===== src/rtl/divider_pkg.sv =====
// Shared definitions for the sequential restoring divider: the control-state
// encoding and the default operand width.
package divider_pkg;

   // Default operand width for dividend, divisor, quotient and remainder.
   localparam int DIV_W = 8;

   // Control states. The encoding is fixed at 3 bits so that state values are
   // stable when probed in a waveform or compared across builds.
   typedef enum logic [2:0] {
      IDLE  = 3'd0,
      INIT  = 3'd1,
      SHIFT = 3'd2,
      TEST  = 3'd3,
      DONE  = 3'd4
   } div_state_t;

endpackage : divider_pkg


===== src/rtl/restoring_divider_dp.sv =====
// Datapath of the restoring divider: partial remainder A (N+1 bits),
// dividend/quotient shift register Q, divisor M, the A-M subtractor and the
// result registers. Everything here is steered by strobes from the control FSM.
module restoring_divider_dp
   import divider_pkg::*;
#(
   parameter int N = DIV_W
) (
   input  logic         clk,
   input  logic         rst_n,
   input  logic         load,
   input  logic         clear_a,
   input  logic         shift,
   input  logic         test,
   input  logic         latch_out,
   input  logic [N-1:0] dividend,
   input  logic [N-1:0] divisor,
   output logic         m_zero,
   output logic [N-1:0] quotient,
   output logic [N-1:0] remainder,
   output logic         div_by_zero
);

   logic [N:0]   a_reg;
   logic [N:0]   a_next;
   logic [N-1:0] q_reg;
   logic [N-1:0] q_next;
   logic [N-1:0] m_reg;
   logic [N-1:0] m_next;
   logic [N:0]   diff;
   logic [N-1:0] q_shl;
   logic [N-1:0] quotient_reg;
   logic [N-1:0] remainder_reg;
   logic         dbz_reg;

   // Trial subtraction. Bit N acts as the borrow: set means A < M, so restore.
   assign diff   = a_reg - {1'b0, m_reg};
   assign m_zero = (m_reg == '0);

   // Q shifted left by one with a zero entering the quotient LSB.
   assign q_shl[0] = 1'b0;
   for (genvar gi = 1; gi < N; gi++) begin : g_qshift
      assign q_shl[gi] = q_reg[gi-1];
   end

   // Next-state selection for A, Q and M from the control strobes.
   always_comb begin
      a_next = a_reg;
      q_next = q_reg;
      m_next = m_reg;
      if (load) begin
         q_next = dividend;
         m_next = divisor;
      end
      if (clear_a) begin
         a_next = '0;
      end
      if (shift) begin
         // The top bit of A is a magnitude bit here, not a sign; a negative
         // value can only appear transiently in diff.
         a_next = {a_reg[N-1:0], q_reg[N-1]};
         q_next = q_shl;
      end
      if (test) begin
         if (!diff[N]) begin
            a_next = diff;
         end
         q_next[0] = ~diff[N];
      end
   end

   // Working registers.
   always_ff @(posedge clk or negedge rst_n) begin
      if (!rst_n) begin
         a_reg <= '0;
         q_reg <= '0;
         m_reg <= '0;
      end else begin
         a_reg <= a_next;
         q_reg <= q_next;
         m_reg <= m_next;
      end
   end

   // Result registers. They are loaded from the next-state values so the
   // result is already visible in the cycle where done is high. The zero-divisor
   // path is taken from INIT, where Q still holds the untouched dividend.
   always_ff @(posedge clk or negedge rst_n) begin
      if (!rst_n) begin
         quotient_reg  <= '0;
         remainder_reg <= '0;
         dbz_reg       <= 1'b0;
      end else if (latch_out) begin
         if (clear_a) begin
            quotient_reg  <= '1;
            remainder_reg <= q_reg;
            dbz_reg       <= 1'b1;
         end else begin
            quotient_reg  <= q_next;
            remainder_reg <= a_next[N-1:0];
            dbz_reg       <= 1'b0;
         end
      end
   end

   assign quotient    = quotient_reg;
   assign remainder   = remainder_reg;
   assign div_by_zero = dbz_reg;

endmodule : restoring_divider_dp


===== src/rtl/restoring_divider.sv =====
// Sequential unsigned restoring divider (top): control FSM plus iteration
// counter, driving the restoring_divider_dp datapath. One quotient bit is
// resolved per SHIFT/TEST pair; start/busy/done handshake toward the host.
module restoring_divider
   import divider_pkg::*;
#(
   parameter int N = DIV_W
) (
   input  logic         clk,
   input  logic         rst_n,
   input  logic         start,
   input  logic [N-1:0] dividend,
   input  logic [N-1:0] divisor,
   output logic         busy,
   output logic         done,
   output logic [N-1:0] quotient,
   output logic [N-1:0] remainder,
   output logic         div_by_zero
);

   localparam int CW = (N > 1) ? $clog2(N) : 1;
   localparam logic [CW-1:0] LAST = CW'(N - 1);

   div_state_t    state_reg;
   logic [CW-1:0] count_reg;
   logic          busy_reg;
   logic          done_reg;

   logic          load;
   logic          clear_a;
   logic          shift;
   logic          test;
   logic          latch_out;
   logic          m_zero;

   // Datapath strobes decoded from the current state.
   always_comb begin
      load      = (state_reg == IDLE) && start;
      clear_a   = (state_reg == INIT);
      shift     = (state_reg == SHIFT);
      test      = (state_reg == TEST);
      latch_out = ((state_reg == INIT) && m_zero) ||
                  ((state_reg == TEST) && (count_reg == LAST));
   end

   // Control FSM with registered busy/done and the iteration counter.
   always_ff @(posedge clk or negedge rst_n) begin
      if (!rst_n) begin
         state_reg <= IDLE;
         count_reg <= '0;
         busy_reg  <= 1'b0;
         done_reg  <= 1'b0;
      end else begin
         case (state_reg)
            IDLE: begin
               done_reg <= 1'b0;
               if (start) begin
                  state_reg <= INIT;
                  busy_reg  <= 1'b1;
               end
            end
            INIT: begin
               count_reg <= '0;
               if (m_zero) begin
                  state_reg <= DONE;
                  done_reg  <= 1'b1;
               end else begin
                  state_reg <= SHIFT;
               end
            end
            SHIFT: begin
               state_reg <= TEST;
            end
            TEST: begin
               count_reg <= count_reg + 1'b1;
               if (count_reg == LAST) begin
                  state_reg <= DONE;
                  done_reg  <= 1'b1;
               end else begin
                  state_reg <= SHIFT;
               end
            end
            DONE: begin
               // start is deliberately not looked at here.
               state_reg <= IDLE;
               busy_reg  <= 1'b0;
               done_reg  <= 1'b0;
            end
            default: begin
               state_reg <= IDLE;
               busy_reg  <= 1'b0;
               done_reg  <= 1'b0;
            end
         endcase
      end
   end

   restoring_divider_dp #(
      .N (N)
   ) u_dp (
      .clk         (clk),
      .rst_n       (rst_n),
      .load        (load),
      .clear_a     (clear_a),
      .shift       (shift),
      .test        (test),
      .latch_out   (latch_out),
      .dividend    (dividend),
      .divisor     (divisor),
      .m_zero      (m_zero),
      .quotient    (quotient),
      .remainder   (remainder),
      .div_by_zero (div_by_zero)
   );

   assign busy = busy_reg;
   assign done = done_reg;

endmodule : restoring_divider

===== config.mk =====
export PLATFORM = sky130hd
export DESIGN_NAME = restoring_divider
export DESIGN_NICKNAME = d
export VERILOG_FILES = /design/src/rtl/divider_pkg.sv /design/src/rtl/restoring_divider_dp.sv /design/src/rtl/restoring_divider.sv
export SDC_FILE = /design/constraint.sdc
export NUM_CORES = 1
export LEC_CHECK = 0
export CAP_MARGIN = 20
export CORE_ASPECT_RATIO = 1.1
export CORE_MARGIN = 5
export CORE_UTILIZATION = 49
export DETAILED_ROUTE_END_ITERATION = 6
export GPL_ROUTABILITY_DRIVEN = 0
export GPL_TIMING_DRIVEN = 0
export PLACE_DENSITY = 0.82
export SLEW_MARGIN = 20
export SYNTH_ARGS = -nofsm -noshare
export SYNTH_HDL_FRONTEND = slang
export SYNTH_SLANG_ARGS = --single-unit
export TNS_END_PERCENT = 10

===== constraint.sdc =====
create_clock -name clk -period 2.5 [get_ports clk]
set_input_delay 0.5 -clock clk [delete_from_list [all_inputs] [get_ports clk]]
set_output_delay 0.5 -clock clk [all_outputs]
set_load 0.02 [all_outputs]

==> results.json, run 1 <==
{
  "status": "finished, violations left",
  "violations_in_the_final_reports": "negative setup slack",
  "maxSlewHeadroom_pct": 30.7,
  "path_max_fanout": 5,
  "hold_path.class": "in -> async",
  "cts_buffers": 5,
  "synthesis.area_per_instance_um2": 10.1,
  "finalCriticalPeriod_ns": 2.68,
  "wl_um": 6170,
  "hold_ws_ns": 0.132,
  "postSynthRegisterBits": 50,
  "initial_utilization_pct": 49.5,
  "cap_viol_max_count": 0,
  "cts_htree_levels": 2,
  "ys_seq_area_share_pct": 47.8,
  "layout_worst_path_cycle_share_pct": 107,
  "final_nets": 336,
  "largest_register_ffs": 9,
  "num_rows": 28,
  "port-buffer-count": 37,
  "detailroute.via_count": 2095,
  "number_of_antenna_violations_at_the_first_check_in_global_routing": 0,
  "setup_violations": 7,
  "synth-edff-count": 0,
  "synth-main-ff-cell": "dfrtp_1",
  "first_iter_violations": 87,
  "layout-drive-gt1-share_pct": 10.5,
  "route.antenna.remaining_nets": 0,
  "tritoncts_clock_tree": "yes",
  "yosys_warnings": 0,
  "grt_pass1_wl_um": 10900,
  "totalNegativeSetupSlack_ns": -0.613,
  "first_global_vias": 2284,
  "r2r_start": "u_dp.a_reg[0]",
  "die_y_um": 86.7,
  "async_flop_share_pct": 100,
  "r2r_setup_slack_ns": -0.18,
  "regToRegEndpoint": "u_dp.remainder[2]",
  "maxSlewViolCount": 0,
  "mappedNetlistArea_um2": 2620,
  "unrepaired_setup_endpoints_after_global_routing": "true",
  "route.detailed.wl_per_inst_um": 16.2,
  "dp_hpwl_um": 4680,
  "total_power_density_per_cell_area_nw_per_um2": 1400,
  "crit_path_end_kind": "flip-flop",
  "finalHoldViolCount": 0,
  "die_area_um2": 6910,
  "seq_area_um2": 1250,
  "flow.area_growth_from_synthesis_pct": 22.9,
  "antenna-diode-count": 0,
  "die_w_um": 79.7,
  "multi_input_comb_area_um2": 1280,
  "drc": 0,
  "maxClockFrequency_mhz": 373,
  "layoutNonFillerInstCount": 380,
  "timing.critical_path.from_type": "flip-flop",
  "post_synth_inst_count": 259,
  "fillCellCount": 454,
  "placed_area_um2": 3100,
  "tightest_slew_ns": 1.04,
  "clk_transition_reported_paths_ns": 0.09,
  "clock_insertion_delay_worst_skew_ns": 0.30,
  "clock-skew-final_ns": 0.00919,
  "post-place-ws_ns": -0.211,
  "clk_path_buf_depth": 2,
  "globalRouteTotalUtil_pct": 20.2,
  "detail_route.vias_per_cell": 5.51,
  "worstPathArrival_ns": 2.87,
  "ctsRootBufferMaster": "clkbuf_8",
  "reg2regPathDepth": 11,
  "worstPathRequired_ns": 2.69,
  "setup_ws_ns": -0.178,
  "design.core.area_um2": 5290,
  "placed_cells": 372,
  "post_cts_hold_buffer_count": 0,
  "worstSetupPathType": "reg -> reg",
  "synth.net_count": 289,
  "synth.lib_cells_used.distinct": 45,
  "globalRouteOverflowTotal": 0,
  "cts_sinks": 50,
  "drt-pass1-iter-count": 5,
  "design_area_final_um2": 3220,
  "power.static_leakage_nw": 1.42,
  "grt_max_degree": 33,
  "ir_worst_vdd_mv": 0.688,
  "pin_count": 38
}
[worst max-delay path by stage]
stage | from | to | slack [ns] | depth (start not counted)
floorplan | u_dp.a_reg[0] | u_dp.remainder[6] | -0.007 | 12
global placement | rst_n | u_dp.quotient[6] | -0.53 | 1
detailed placement | u_dp.a_reg[0] | u_dp.remainder[2] | -0.21 | 11
CTS | u_dp.a_reg[0] | u_dp.remainder[2] | -0.18 | 11
global route | u_dp.a_reg[0] | u_dp.remainder[6] | -0.33 | 12
finish | u_dp.a_reg[0] | u_dp.remainder[2] | -0.18 | 11
[where the power goes]
part           switching (mW)  leakage, nW  internal [mW]  total, mW
Sequential              0.237        0.635           1.13       1.37
Clock                   0.257       0.0431          0.214      0.471
Combinational            1.47        0.738           1.20       2.67
Total                    1.97         1.42           2.54       4.51
[critical path, stage by stage, from the launching register on]
cell	delay, ns
dfrtp_1	0.39
inv_1	0.06
ha_2	0.17
inv_1	0.05
fa_2	0.38
a211oi_4	0.25
nor4b_2	0.10
o21ai_1	0.15
or3b_1	0.38
buf_6	0.15
mux2i_2	0.17
a221o_1	0.33
[timing repair]
item | 4_1_cts | 5_1_grt
setup endpoints to repair | 13 | 18
buffers inserted | 2 | 0
gates resized for setup | 1 | 5
pin swaps | 2 | 0
[Yosys cell counts, drive strengths merged, types with 2 or more instances]
library cell  instances  share of area [%]
a31oi                 3               0.72
xor2                  3                1.0
nor4b                 2                1.5
nand2                41                5.9
xnor2                 2               0.67
mux2i                14                5.5
buf                   6                1.8
dfrtp                50                 48
nand3b                2               0.57
mux2                  3                1.3
o22ai                 2               0.48
clkbuf                5               0.72
nand2b                2               0.48
ha                   10                4.8
nor3                  2               0.38
o22a                 12                4.0
nor2b                 3               0.72
inv                  13                1.9
a22oi                 9                3.0
nor4                  2               0.48
nor2                 11                1.6
o21a                  6                1.7
a21o                  3               0.91
a21oi                14                2.7
o21ai                27                5.3
[cells by family (layout without fill, tap and decap cells)]
group                      after synthesis  after routing  share of synthesized area (%)
xor gates and xnor gates                 5              5                           1.67
muxes                                   17             17                           6.78
buffers and inverters                   24             70                           4.35
and+or+nand+nor                         71             71                           13.2
AOI/OAI and AO/OA                       81             81                           20.6
adders and majority gates               11             11                           5.54
DFF                                     50             50                           47.8
[area by class of cell]
type	count	share of cell area (%)
Sequential cell	50	38.9
Tap cell	75	2.92
Clock buffer	6	2.57
Timing Repair Buffer	40	12.4
Multi-Input combinational cell	185	39.7
Inverter	13	1.52
Buffer	11	2.02
[through the flow]
| stage | power [mW] | util, % |
|---|---|---|
| finish | 4.51 | 60.8 |
| global placement | 3.81 | 58.3 |
| detailed placement | 3.91 | 58.6 |
| floorplan | 3.20 | - |
| global route | 4.92 | 60.8 |
| CTS | 4.44 | 60.5 |
[metal layers]
metal | global-route usage (%) | routed length (um) | vias up
li1 | - | - | 1013
met1 | 26.3 | 2660 | 1017
met2 | 33.3 | 3050 | 58
met3 | 4.05 | 348 | 7
met4 | 7.19 | 115 | 0
met5 | 0 | 0 | -
[cell usage in the layout (no fill, tap or decap), types with 3 or more instances in the layout]
cell type	n
ha_1	9
a21oi_1	13
mux2i_1	12
nor2_1	10
o21ai_1	3
a31oi_1	3
nor2b_1	3
clkbuf_8	6
o21ai_0	23
inv_1	13
nand2_1	41
xor2_1	3
a22oi_1	7
clkbuf_1	5
mux2_2	3
o21a_1	6
clkdlybuf4s50_1	36
buf_2	5
o22a_1	12
dfrtp_1	50
(Power assumes the default switching activity.)
==> run 2, diff against run 1 <==
--- a/config.mk
+++ b/config.mk
@@ -13,6 +13,5 @@
 export GPL_ROUTABILITY_DRIVEN = 0
 export GPL_TIMING_DRIVEN = 0
-export PLACE_DENSITY = 0.82
-export SLEW_MARGIN = 20
+export PLACE_DENSITY_LB_ADDON = 0.3
 export SYNTH_ARGS = -nofsm -noshare
 export SYNTH_HDL_FRONTEND = slang
==> constraint.sdc (replaced) <==
create_clock -name clk -period 2.5 [get_ports clk]
set_input_delay 0.75 -clock clk [delete_from_list [all_inputs] [get_ports clk]]
set_output_delay 0.75 -clock clk [all_outputs]
set_load 0.02 [all_outputs]
==> run 2 against run 1 <==
The run still ends with negative setup slack left. Global-route usage fell by 1.2 points. Critical path depth did not move. Sequential cell count stayed put. Final area up 1.9%. Clock power rose by 4.5%. First-iteration DRC count shrank 25%. Critical endpoint is now u_dp.remainder[6].
==> results.json, run 2 (same netlist as run 1, synthesis figures left out) <==
{
  "maxSlewHeadroom_pct": 59.9,
  "layout.cells.most_common": "dfrtp_1",
  "r2r_start": "u_dp.a_reg[0]",
  "first_global_vias": 2180,
  "maxClockFrequency_mhz": 383,
  "total_power_density_per_cell_area_nw_per_um2": 1410,
  "finalHoldViolCount": 0,
  "timing.critical_path.slowest_cell_delay_ns": 0.45,
  "design_area_final_um2": 3280,
  "multi_input_comb_area_um2": 1290,
  "clockPowerShare_pct": 10.6,
  "power.static_leakage_nw": 1.45,
  "flow.area_growth_from_synthesis_pct": 25.3,
  "cap_viol_max_count": 0,
  "violations_in_the_final_reports": "negative setup slack",
  "layoutNonFillerInstCount": 387,
  "detail_route.vias_per_cell": 5.31,
  "setup_ws_ns": -0.108,
  "drt-pass1-iter-count": 4,
  "placed_cells": 372,
  "post-place-ws_ns": -0.292,
  "largest_register_ffs": 9,
  "detailroute.via_count": 2055,
  "die_w_um": 79.7,
  "crit_path_cell_trace": "inv_1, ha_2, inv_2, fa_2, a211oi_4, nor4b_4, o21ai_1, or3b_4, buf_8, mux2i_2, o21a_1",
  "post_cts_hold_buffer_count": 0,
  "unrepaired_setup_endpoints_after_global_routing": "true",
  "final_nets": 341,
  "clk_path_buf_depth": 2,
  "clock-skew-final_ns": 0.00707,
  "fillCellCount": 458,
  "ir_worst_vdd_mv": 0.657,
  "seq_area_um2": 1250,
  "worstPathRequired_ns": 2.70,
  "dp_hpwl_um": 4420,
  "crit_path_top_delay_cell": "or3b_4",
  "share_comb_of_total_power_pct": 60.0,
  "cts_buffers": 5,
  "port-buffer-count": 37,
  "placed_area_um2": 3100,
  "cts_htree_levels": 2,
  "hold_path.class": "in -> async",
  "wl_um": 6080,
  "finalCriticalPeriod_ns": 2.61,
  "first_iter_violations": 65,
  "worstSetupPathType": "reg -> reg",
  "ctsRootBufferMaster": "clkbuf_8",
  "design.core.area_um2": 5290,
  "maxSlewViolCount": 0,
  "layout-drive-gt1-share_pct": 12.8,
  "route.antenna.remaining_nets": 0,
  "layout_worst_path_cycle_share_pct": 104,
  "route.detailed.wl_per_inst_um": 15.7,
  "antenna-diode-count": 0,
  "number_of_antenna_violations_at_the_first_check_in_global_routing": 0,
  "worstPathArrival_ns": 2.81,
  "clk_transition_reported_paths_ns": 0.09,
  "clock_insertion_delay_worst_skew_ns": 0.31,
  "totalNegativeSetupSlack_ns": -0.394,
  "timing.critical_path.from_type": "flip-flop",
  "initial_utilization_pct": 49.5,
  "tightest_slew_ns": 0.598,
  "crit_path_end_kind": "flip-flop",
  "globalRouteOverflowTotal": 0,
  "die_area_um2": 6910,
  "internal_power_mw": 2.64,
  "die_y_um": 86.7,
  "critPathLaunch": "u_dp.a_reg[0]",
  "drc": 0,
  "switching_share_pct": 43.1,
  "grt_pass1_wl_um": 10200,
  "path_max_fanout": 10,
  "setup_violations": 8,
  "cts_sinks": 50,
  "most-common-layout-cells": "dfrtp_1, nand2_1, clkdlybuf4s50_1",
  "tritoncts_clock_tree": "yes",
  "num_rows": 28,
  "status": "finished, violations left",
  "pin_count": 38,
  "p_sw_mw": 2.00,
  "globalRouteTotalUtil_pct": 18.9,
  "grt_max_degree": 33,
  "pwr-share-seq_pct": 29.4
}
-- run 2: cell types whose count changed in the layout (fill, tap and decap cells not counted), sizes merged --
cell	change
buf	+5
clkbuf	+1
clkinv	+1
-- run 2: area by class of cell --
| cell class | instances | share of cell area, % |
|---|---|---|
| Clock inverter | 1 | 0.153 |
| Tap cell | 75 | 2.86 |
| Timing Repair Buffer | 46 | 13.6 |
| Clock buffer | 7 | 2.63 |
| Sequential cell | 50 | 38.1 |
| Multi-Input combinational cell | 185 | 39.3 |
| Buffer | 10 | 1.83 |
| Inverter | 13 | 1.49 |
-- run 2: per-layer routing --
layer  up-vias  global-route usage (%)  routed length [um]
met5         -                       0                   0
met4         0                    5.16                  47
met3         5                    4.26                 342
met2        48                    31.2                2960
met1       976                    25.2                2730
li1       1026                       -                   -
-- run 2: critical path, delay by kind of cell (launching register included) --
family	cells	cell delay, ns
AOI/OAI and AO/OA	3	0.61
DFF	1	0.40
buffers and inverters	3	0.27
muxes	1	0.16
adders and majority gates	2	0.54
and+or+nand+nor	2	0.53
-- run 2: final timing paths --
path                       cells after the start  slack [ns]                 to
setup / recovery                              11       -0.11  u_dp.remainder[6]
hold / removal                                 1        0.39      u_dp.a_reg[2]
setup reg to reg                              11       -0.11  u_dp.remainder[6]
hold reg to reg                                1        0.49               busy
max in group asynchronous                      2        1.59   u_dp.quotient[4]
min in group clk                               1        0.49               busy
-- run 2: through the flow --
step                total power [mW]  hold slack (ns)  utilization (%)
global route                    5.02            0.413             62.0
floorplan                       3.20            0.454                -
finish                          4.64            0.388             62.0
detailed placement              3.88            0.480             58.6
global placement                3.83            0.465             58.3
CTS                             4.43            0.398             60.6
-- run 2: power groups by stage --
stage	clock, mW	combinational [mW]	sequential, mW
3_5_place_dp	0	2.50	1.38
2_1_floorplan	0	1.77	1.43
4_1_cts	0.506	2.57	1.36
6_report	0.492	2.78	1.37
5_1_grt	0.538	3.07	1.41
3_3_place_gp	0	2.46	1.37
-- run 2: repair_timing --
action                     CTS  global route
setup buffers                2             6
resized for setup            0            11
pin swaps                    2             4
gates cloned                 0             0
setup endpoints to repair   13            20
==> run 3, diff against run 2 <==
- SYNTH_HIERARCHICAL: default -> 1
==> run 3 against run 2 <==
The flow now finishes without violations. Final cell count up 0.78%. Power is 2.6% higher. Combinational power rose by 4%. Sequential power rose by 4%. Critical endpoint is now u_dp/remainder[3].
==> results.json, run 3 <==
{
  "hold_path.class": "in -> async",
  "cts_buffers": 5,
  "design.core.area_um2": 5290,
  "status": "completed",
  "synth.lib_cells_used.distinct": 46,
  "num_rows": 28,
  "clk_transition_reported_paths_ns": 0.09,
  "synth_largest_area_cell": "dfrtp_1",
  "tightest_slew_ns": 0.597,
  "finalHoldViolCount": 0,
  "crit_path_end_kind": "flip-flop",
  "maxClockFrequency_mhz": 408,
  "post_synth_inst_count": 266,
  "power.static_leakage_nw": 1.43,
  "layout-drive-gt1-share_pct": 13.7,
  "die_w_um": 79.7,
  "cts_htree_levels": 2,
  "yosys_warnings": 6,
  "cap_viol_max_count": 0,
  "post-place-ws_ns": -0.302,
  "layout_worst_path_cycle_share_pct": 98.0,
  "async_flop_share_pct": 100,
  "synth.cells.most_frequent": "dfrtp_1, nand2_1, o21ai_0",
  "first_global_vias": 2087,
  "detail_route.vias_per_cell": 5.37,
  "route.detailed.wl_per_inst_um": 15.3,
  "route.antenna.remaining_nets": 0,
  "synthesis.area_per_instance_um2": 9.85,
  "globalRouteOverflowTotal": 0,
  "reg2regPathDepth": 6,
  "die_y_um": 86.7,
  "most-common-layout-cells": "dfrtp_1, clkdlybuf4s50_1, nand2_1",
  "final_nets": 345,
  "initial_utilization_pct": 49.5,
  "die_area_um2": 6910,
  "flow.area_growth_from_synthesis_pct": 24.7,
  "path_max_fanout": 7,
  "globalRouteTotalUtil_pct": 18.4,
  "first_iter_violations": 109,
  "number_of_antenna_violations_at_the_first_check_in_global_routing": 0,
  "drc": 0,
  "largest_register_ffs": 9,
  "clk_path_buf_depth": 2,
  "finalCriticalPeriod_ns": 2.45,
  "worstPathArrival_ns": 2.65,
  "setup_ws_ns": 0.0497,
  "cts_sinks": 50,
  "detailroute.via_count": 2093,
  "synth-main-ff-cell": "dfrtp_1",
  "worstSetupPathType": "reg -> reg",
  "grt_pass1_wl_um": 9850,
  "grt_max_degree": 27,
  "ir_worst_vdd_mv": 0.594,
  "synthMostInstantiatedCell": "dfrtp_1",
  "drt-pass1-iter-count": 4,
  "synth-edff-count": 0,
  "mappedNetlistArea_um2": 2620,
  "layout.cells.most_common": "dfrtp_1",
  "timing.critical_path.from_type": "flip-flop",
  "setup_violations": 0,
  "ys_seq_area_share_pct": 47.8,
  "hold_ws_ns": 0.447,
  "post_synth_main_area_contributors": "dfrtp_1, mux2i_1, ha_1",
  "fillCellCount": 461,
  "synth.net_count": 296,
  "postSynthRegisterBits": 50,
  "maxSlewViolCount": 0,
  "unrepaired_setup_endpoints_after_global_routing": "true",
  "pin_count": 38,
  "wl_um": 5950,
  "ctsRootBufferMaster": "clkbuf_8",
  "dp_hpwl_um": 4340,
  "clock-skew-final_ns": 0.00722,
  "clock_insertion_delay_worst_skew_ns": 0.30,
  "port-buffer-count": 37,
  "post-synth-top-area-fraction_pct": 47.8,
  "total_power_density_per_cell_area_nw_per_um2": 1460,
  "antenna-diode-count": 0,
  "tritoncts_clock_tree": "yes",
  "maxSlewHeadroom_pct": 60.2,
  "worstPathRequired_ns": 2.70
}
[run 3: area by class of cell]
type	instances	area, um2	area share, %
inverters	14	52.6	1.61
clock buffers	6	72.6	2.22
repair buffers	42	417	12.7
flip-flops and latches	50	1250	38.3
multi-input cells	188	1290	39.4
clock inverters	1	7.51	0.230
well taps	75	93.8	2.87
plain buffers	14	85.1	2.60
[run 3: kinds of logic (layout without fill, tap and decap cells)]
logic type | after synthesis | after routing | share of synthesized area, %
buf+inv | 28 | 77 | 5.06
fa+ha+maj | 11 | 11 | 5.54
mux | 20 | 20 | 8.07
compound gates | 74 | 74 | 18.3
flops | 50 | 50 | 47.8
xor+xnor | 3 | 3 | 1.00
simple gates | 80 | 80 | 14.3
[run 3: through the flow]
step,total power [mW],std cells,util (%),cell area (um2),setup TNS (ns)
3_5_place_dp,4.03,379,58.6,3100,-3.91
3_3_place_gp,3.94,378,58.3,3080,-44.66
2_1_floorplan,3.25,266,-,2620,0
5_1_grt,5.15,390,61.8,3270,-0.115
6_report,4.76,390,61.8,3270,0
4_1_cts,4.60,389,60.8,3210,-0.0164
[run 3: worst max-delay path, stage by stage, from the launching register on]
cell and delay (ns):
dfrtp_1 0.43, ha_1 0.35, a2111o_1 0.43, o22ai_2 0.18, mux2i_4 0.44, mux2_4 0.35
a21o_1 0.16
[run 3: final timing paths]
check,startpoint,end,slack [ns]
max in group asynchronous,rst_n,u_dp/q_reg[1],1.51
min in group clk,count_reg[1],count_reg[1],0.50
worst max register to register,u_dp/a_reg[7],u_dp/remainder[3],0.05
worst min-delay path,rst_n,u_dp/a_reg[2],0.45
worst max-delay path,u_dp/a_reg[7],u_dp/remainder[3],0.05
worst min register to register,count_reg[1],count_reg[1],0.50
[run 3: repair_timing]
action | CTS | global route
gates cloned | 0 | 1
gates resized for setup | 2 | 17
buffers inserted | 3 | 0
pin swaps | 1 | 2
hold buffers | 0 | 0
setup endpoints to repair | 13 | 25
[run 3: power breakdown]
group	internal (mW)	switching, mW
logic	1.38	1.50
clock network	0.193	0.267
registers	1.17	0.254
[run 3: layer usage]
layer | wire length [um] | up-vias | global-route usage [%]
met5 | 0 | - | 0
met4 | 86 | 0 | 5.31
met3 | 288 | 8 | 4.37
li1 | - | 1036 | -
met1 | 2820 | 1002 | 24.6
met2 | 2760 | 47 | 29.7
